[src/rtl/timer_arbiter.sv]
// Round-robin arbiter sharing one WIDTH-bit interval counter between two requesters.
// Optional abort support is compiled in when TIMER_ARB_ABORT_EN is defined.
module timer_arbiter #(
  parameter int unsigned WIDTH = 4
) (
  input  logic             clk,
  input  logic             rst,
  input  logic             req0,
  input  logic             req1,
  input  logic [WIDTH-1:0] len0,
  input  logic [WIDTH-1:0] len1,
  output logic             gnt0,
  output logic             gnt1,
  output logic             busy,
  output logic [WIDTH-1:0] count,
  output logic             done0,
  output logic             done1
`ifdef TIMER_ARB_ABORT_EN
  ,
  input  logic             abort,
  output logic             aborted
`endif
);

  typedef enum logic [1:0] {
    S_IDLE = 2'd0,
    S_RUN  = 2'd1,
    S_DONE = 2'd2
  } state_t;

  localparam logic [WIDTH-1:0] ONE = {{(WIDTH-1){1'b0}}, 1'b1};

  state_t           r_state, w_state;
  logic             r_ptr, w_ptr;
  logic             r_owner, w_owner;
  logic [WIDTH-1:0] r_len, w_len;
  logic [WIDTH-1:0] r_count, w_count;
  logic             r_gnt0, w_gnt0;
  logic             r_gnt1, w_gnt1;
  logic             r_busy, w_busy;
  logic             r_done0, w_done0;
  logic             r_done1, w_done1;
  logic             w_abort;
  logic             w_pick1;

`ifdef TIMER_ARB_ABORT_EN
  logic r_aborted;

  assign w_abort = abort;
  assign aborted = r_aborted;

  always_ff @(posedge clk) begin
    if (rst) begin
      r_aborted <= 1'b0;
    end else begin
      r_aborted <= (r_state == S_RUN) && abort;
    end
  end
`else
  assign w_abort = 1'b0;
`endif

  // Contention goes to the pointer side; a lone request always wins.
  assign w_pick1 = req1 && (!req0 || r_ptr);

  always_comb begin
    w_state = r_state;
    w_ptr   = r_ptr;
    w_owner = r_owner;
    w_len   = r_len;
    w_count = r_count;
    w_gnt0  = r_gnt0;
    w_gnt1  = r_gnt1;
    w_busy  = r_busy;
    w_done0 = 1'b0;
    w_done1 = 1'b0;
    unique case (r_state)
      S_IDLE: begin
        if (req0 || req1) begin
          w_owner = w_pick1;
          w_len   = w_pick1 ? len1 : len0;
          w_count = '0;
          w_gnt0  = !w_pick1;
          w_gnt1  = w_pick1;
          w_busy  = 1'b1;
          w_state = S_RUN;
        end
      end
      S_RUN: begin
        // Abort takes priority over a coincident terminal count.
        if (w_abort) begin
          w_gnt0  = 1'b0;
          w_gnt1  = 1'b0;
          w_busy  = 1'b0;
          w_count = '0;
          w_ptr   = !r_owner;
          w_state = S_IDLE;
        end else if (r_count == r_len) begin
          w_gnt0  = 1'b0;
          w_gnt1  = 1'b0;
          w_done0 = !r_owner;
          w_done1 = r_owner;
          w_state = S_DONE;
        end else begin
          w_count = r_count + ONE;
        end
      end
      S_DONE: begin
        w_count = '0;
        w_busy  = 1'b0;
        w_ptr   = !r_owner;
        w_state = S_IDLE;
      end
      default: begin
        w_state = S_IDLE;
      end
    endcase
  end

  always_ff @(posedge clk) begin
    if (rst) begin
      r_state <= S_IDLE;
      r_ptr   <= 1'b0;
      r_owner <= 1'b0;
      r_len   <= '0;
      r_count <= '0;
      r_gnt0  <= 1'b0;
      r_gnt1  <= 1'b0;
      r_busy  <= 1'b0;
      r_done0 <= 1'b0;
      r_done1 <= 1'b0;
    end else begin
      r_state <= w_state;
      r_ptr   <= w_ptr;
      r_owner <= w_owner;
      r_len   <= w_len;
      r_count <= w_count;
      r_gnt0  <= w_gnt0;
      r_gnt1  <= w_gnt1;
      r_busy  <= w_busy;
      r_done0 <= w_done0;
      r_done1 <= w_done1;
    end
  end

  assign gnt0  = r_gnt0;
  assign gnt1  = r_gnt1;
  assign busy  = r_busy;
  assign count = r_count;
  assign done0 = r_done0;
  assign done1 = r_done1;

endmodule

[config.mk]
export PLATFORM = sky130hd
export DESIGN_NAME = timer_arbiter
export DESIGN_NICKNAME = d
export VERILOG_FILES = /design/src/rtl/timer_arbiter.sv
export SDC_FILE = /design/constraint.sdc
export NUM_CORES = 1
export LEC_CHECK = 0
export ABC_CLOCK_PERIOD_IN_PS = 1550
export CORE_MARGIN = 2
export CORE_UTILIZATION = 41
export CTS_CLUSTER_SIZE = 14
export DETAILED_ROUTE_END_ITERATION = 8
export GPL_ROUTABILITY_DRIVEN = 0
export PLACE_DENSITY = 0.78
export SLEW_MARGIN = 20
export SYNTH_ARGS = -nofsm -noshare
export SYNTH_HDL_FRONTEND = slang
export SYNTH_SLANG_ARGS = --single-unit
[constraint.sdc]
create_clock -name clk -period 1.55 [get_ports clk]
set_input_delay 0.155 -clock clk [delete_from_list [all_inputs] [get_ports clk]]
set_output_delay 0.155 -clock clk [all_outputs]
set_load 0.005 [all_outputs]
After elaboration in Yosys (flattened, before gate mapping)
Index checks and enable logic that the tools add are counted.

$add $sub $neg: 1. Equality and inequality tests: 6. Multiplexer cells: 14. Bitwise logic cells: 2. Reductions and logical operators: 16.

Operator list (number): 2-to-1 mux 4 bit (3); case mux 4 bit (3 select lines) (1); != test 2 bit (second input constant) (3); case mux 1 bit (2 select lines) (3); AND reduction 2 bit (3); AND reduction 3 bit (2); adder 4 x 1 -> 4 bit (second input constant) (1); == test 4 bit (1); 2-to-1 mux 1 bit (4); 2-to-1 mux 2 bit (2); case mux 2 bit (2 select lines) (1); nonzero test 2 bit (2); logical NOT 1 bit (3); nonzero test 3 bit (1); OR reduction 3 bit (1); == test 2 x 1 -> 1 bit (second input constant) (1); == test 2 bit (second input constant) (1); logical NOT 2 bit (1); logical OR 1 bit (2); inverter 1 bit (2); logical AND 1 bit (1).

Register bits after elaboration: 17. Input bits: 12. Output and inout port bits: 9.

Logic depth before layout (Yosys ltp)
Gate-level depths: netlist of run 1.

Word-level depth: 6. Depth in mapped cells: 5.

Least setup slack after synthesis of run 1
OpenSTA, ideal clock, no wires.

Path kind: flip-flop to flip-flop. From: register r_count[2], in the netlist count[2]. To: register r_done1, in the netlist done1. Data arrival time: 1.515 ns. Data required time: 1.477 ns. Slack: -0.038 ns. Cell stages (with the launch flop): 6. Cell sequence: dfxtp_1 > xor2_1 > or4_1 > buf_2 > or2_4 > nor3b_2.

Word-level cells in the longest chain between the ends: 3.

RTL lines: start, declared (line 37) `logic [WIDTH-1:0] r_count, w_count;`; start signal, assigned (line 137) `r_count <= w_count;`; == test 4 bit (line 98) `end else if (r_count == r_len) begin`; inverter 1 bit (no source line); OR reduction 3 bit (no source line); end signal, assigned (line 142) `r_done1 <= w_done1;`; end, declared (line 42) `logic r_done1, w_done1;`.

No other way between the ends. A chain may end at the register's enable or synchronous reset.

Worst setup path after layout of run 1
From: register r_len[2]. To: register r_done1, in the netlist done1.

Word-level cells in the longest chain between the ends: 3.

RTL lines: start, declared (line 36) `logic [WIDTH-1:0] r_len, w_len;`; start signal, assigned (line 136) `r_len <= w_len;`; == test 4 bit (line 98); inverter 1 bit (no source line); OR reduction 3 bit (no source line).

No other way between the ends.

==> results.txt, run 1 <==
Final Max Tran Viols - 0
EDFF count, synth - 0
final worst slack - -40.6 ps
Mapped Area - 759 um2
status - complete, but fails checks
Setup Total Neg Slack - -40.6 ps
final setup vio count - 1
critical path, cell by cell - xor2_1, or4_4, or2_4, nor3b_2
antenna-violating nets left - 0
DIE HEIGHT - 47.0 um
routed wl met2 - 988 um
Final nets - 131
Worst-Margin Slew - 359 ps
Max Fclk - 629 MHz
met1 wire length - 720 um
CP required - 1760 ps
GRT Resource Usage Total - 0.176
internal power - 0.000759 W
CORE AREA - 1730 um2
Buf/Inv on CP - 0
DRC - 0
clock tree root driver cell - clkbuf_4
Reg power frac - 0.474
clk_skew - 6.86 ps
ys async rst share - 0
clk slew on worst S/H paths - 100 ps
post-synthesis register bit count - 17
die width - 47.0 um
Pre-antenna DRT Iters - 4
pwr dens - 975 nW/um2
Seq/Total Area, Yosys - 0.448
Net Count, Synth - 99
most used flip-flop cell after synthesis - dfxtp_1
RSZ-0062 raised after global routing - yes
HPWL after DPL - 1360 um
Worst Path Class, Setup - reg2reg
CTS tree - done
Max VDD drop - 0.495 mV
IO Pins - 21
routed wire length - 1810 um
die area - 2210 um2
GRT overflow - 0
design area - 1110 um2
slowest stage cell, crit path - or4_4
HP Class - reg2reg
initial antenna violation count - 0
met3 wire length - 80 um
Period Utilization, post-route - 1.03
DP Area - 1060 um2
largest net degree at the start of global routing - 18
layout cell share with drive strength beyond 1 - 0.222
Area growth, synth to finish - 46.1%
via count - 744
H-tree depth - 1
Sink Count - 17
Worst Path Max Fanout - 6
Top Layer Used - met4
Fin. Hold Viols - 0
Starting Density - 0.440
Post-Syn Instances - 86
via density per instance - 5.24
commonest non-fill, non-tap cells in the layout - 20 x clkdlybuf4s50_1, 14 x dfxtp_1, 11 x buf_4, 9 x nor2_1, 8 x a21oi_1
kind of cell adding the most delay to the critical path - simple AND/OR/NAND/NOR gates
syn avg cell area - 8.83 um2
distinct cell type count after synthesis - 29
fin crit period - 1590 ps
nature of the critical path endpoint - register
worst-skew pair later-pin latency - 280 ps
relative slew slack - 0.758
wire per inst - 12.7 um
first-pass GRT wire length - 2640 um
failing checks - negative setup slack
Clock Tree Buf Depth - 2
Comb pwr share - 0.313
initial DRC count - 20
ANT cells - 0
P_sw - 0.000323 W
sw frac - 0.298
Critical Path Start Type - register
number of port buffers - 20
CTS Buf Count - 3
crit path DAT - 1810 ps
row cnt - 15
vias in the first global route - 683
max-cap violations - 0
Yosys warning total - 0
Clock power frac - 0.212
critical path's largest stage delay - 590 ps
Pleak - 0.451 nW
most common cell after layout, fill and taps aside - clkdlybuf4s50_1
worst reg2reg max path, delay by kind of cell (launching register included):
kind / cells / cell delay [ps]
simple gates: 3 / 1000
flops: 1 / 340
xor+xnor: 1 / 180
stage by stage:
step / power, W / cells / hold slack (ps) / worst slack, ps / utilization
finish: 0.00108 / 142 / 463 / -40.6 / 0.643
global route: 0.00115 / 142 / 483 / -89.1 / 0.643
CTS: 0.00107 / 142 / 467 / 3.07 / 0.631
detailed placement: 0.000834 / 138 / 455 / -42.2 / 0.614
global placement: 0.000821 / 138 / 449 / 2.06 / 0.614
floorplan: 0.000690 / 86 / 389 / 0.583 / -
cell type report:
cell class / count / area [um2]
Timing Repair Buffer: 31 / 283
Tap cell: 25 / 31.3
Fill cell: 162 / 617
Sequential cell: 17 / 344
Clock buffer: 4 / 26.3
Multi-Input combinational cell: 63 / 418
Inverter: 2 / 7.51
per-layer routing:
metal	up-vias	track usage
li1	370	-
met1	346	0.178
met2	26	0.315
met3	2	0.0423
met4	0	0.122
met5	-	0
cell families (layout without fill, tap and decap cells):
family / Yosys count / in the layout / share of synthesized area
compound gates: 22 / 22 / 0.181
xor+xnor: 4 / 4 / 0.0461
fa+ha+maj: 1 / 1 / 0.0165
buf+inv: 6 / 37 / 0.0313
flops: 17 / 17 / 0.448
mux: 4 / 4 / 0.0527
simple gates: 32 / 32 / 0.224
power groups by stage:
stage	Clock [W]	Combinational [W]	Sequential (W)
floorplan	0	0.000168	0.000522
global placement	0	0.000300	0.000520
detailed placement	0	0.000310	0.000523
CTS	0.000237	0.000321	0.000513
global route	0.000262	0.000368	0.000519
finish	0.000230	0.000339	0.000513
final timing paths:
kind,from,end,slack [ps],cells after the start
worst min register to register,busy$_SDFFE_PP0P_,busy$_SDFFE_PP0P_,460,2
worst min-delay path,busy$_SDFFE_PP0P_,busy$_SDFFE_PP0P_,460,2
worst max-delay path,r_len[2]$_SDFFE_PP0P_,done1$_SDFF_PP0_,-40,4
worst max register to register,r_len[2]$_SDFFE_PP0P_,done1$_SDFF_PP0_,-40,4
timing repair:
item                       in CTS  in global routing
gates resized for setup         1                  4
hold buffers                    0                  0
pin swaps                       0                  2
gates cloned                    0                  0
buffers inserted                0                  0
setup endpoints to repair       4                  7
cell usage after synthesis (2+ instances only):
library cell / n / area, um2
a211oi_1: 4 / 30.0
a31oi_1: 2 / 12.5
mux2i_1: 4 / 40.0
a21oi_1: 8 / 40.0
inv_1: 2 / 7.51
nand3_1: 7 / 35.0
dfxtp_1: 17 / 340
nor2_1: 9 / 33.8
xor2_1: 4 / 35.0
nor3_1: 3 / 15.0
o21ai_0: 2 / 10.0
o211ai_1: 2 / 15.0
nand2_1: 3 / 11.3
or2_2: 2 / 12.5
clkbuf_1: 2 / 7.51
or3_1: 2 / 12.5
No activity file was read; power rests on OpenSTA's default activity.
==> inputs of run 2 (changes only) <==
Settings changed: ABC_AREA set to 0.
==> results of run 2 <==
No change in the layout: final DEF, timing and power equal those of run 1.
==> inputs of run 3 (changes only) <==
Settings changed: MAX_ROUTING_LAYER set to met4.
==> results of run 3 <==
No change in the layout: final DEF, timing and power equal those of run 1.
Among the figures that moved: overall routing resource usage 0.176 -> 0.182
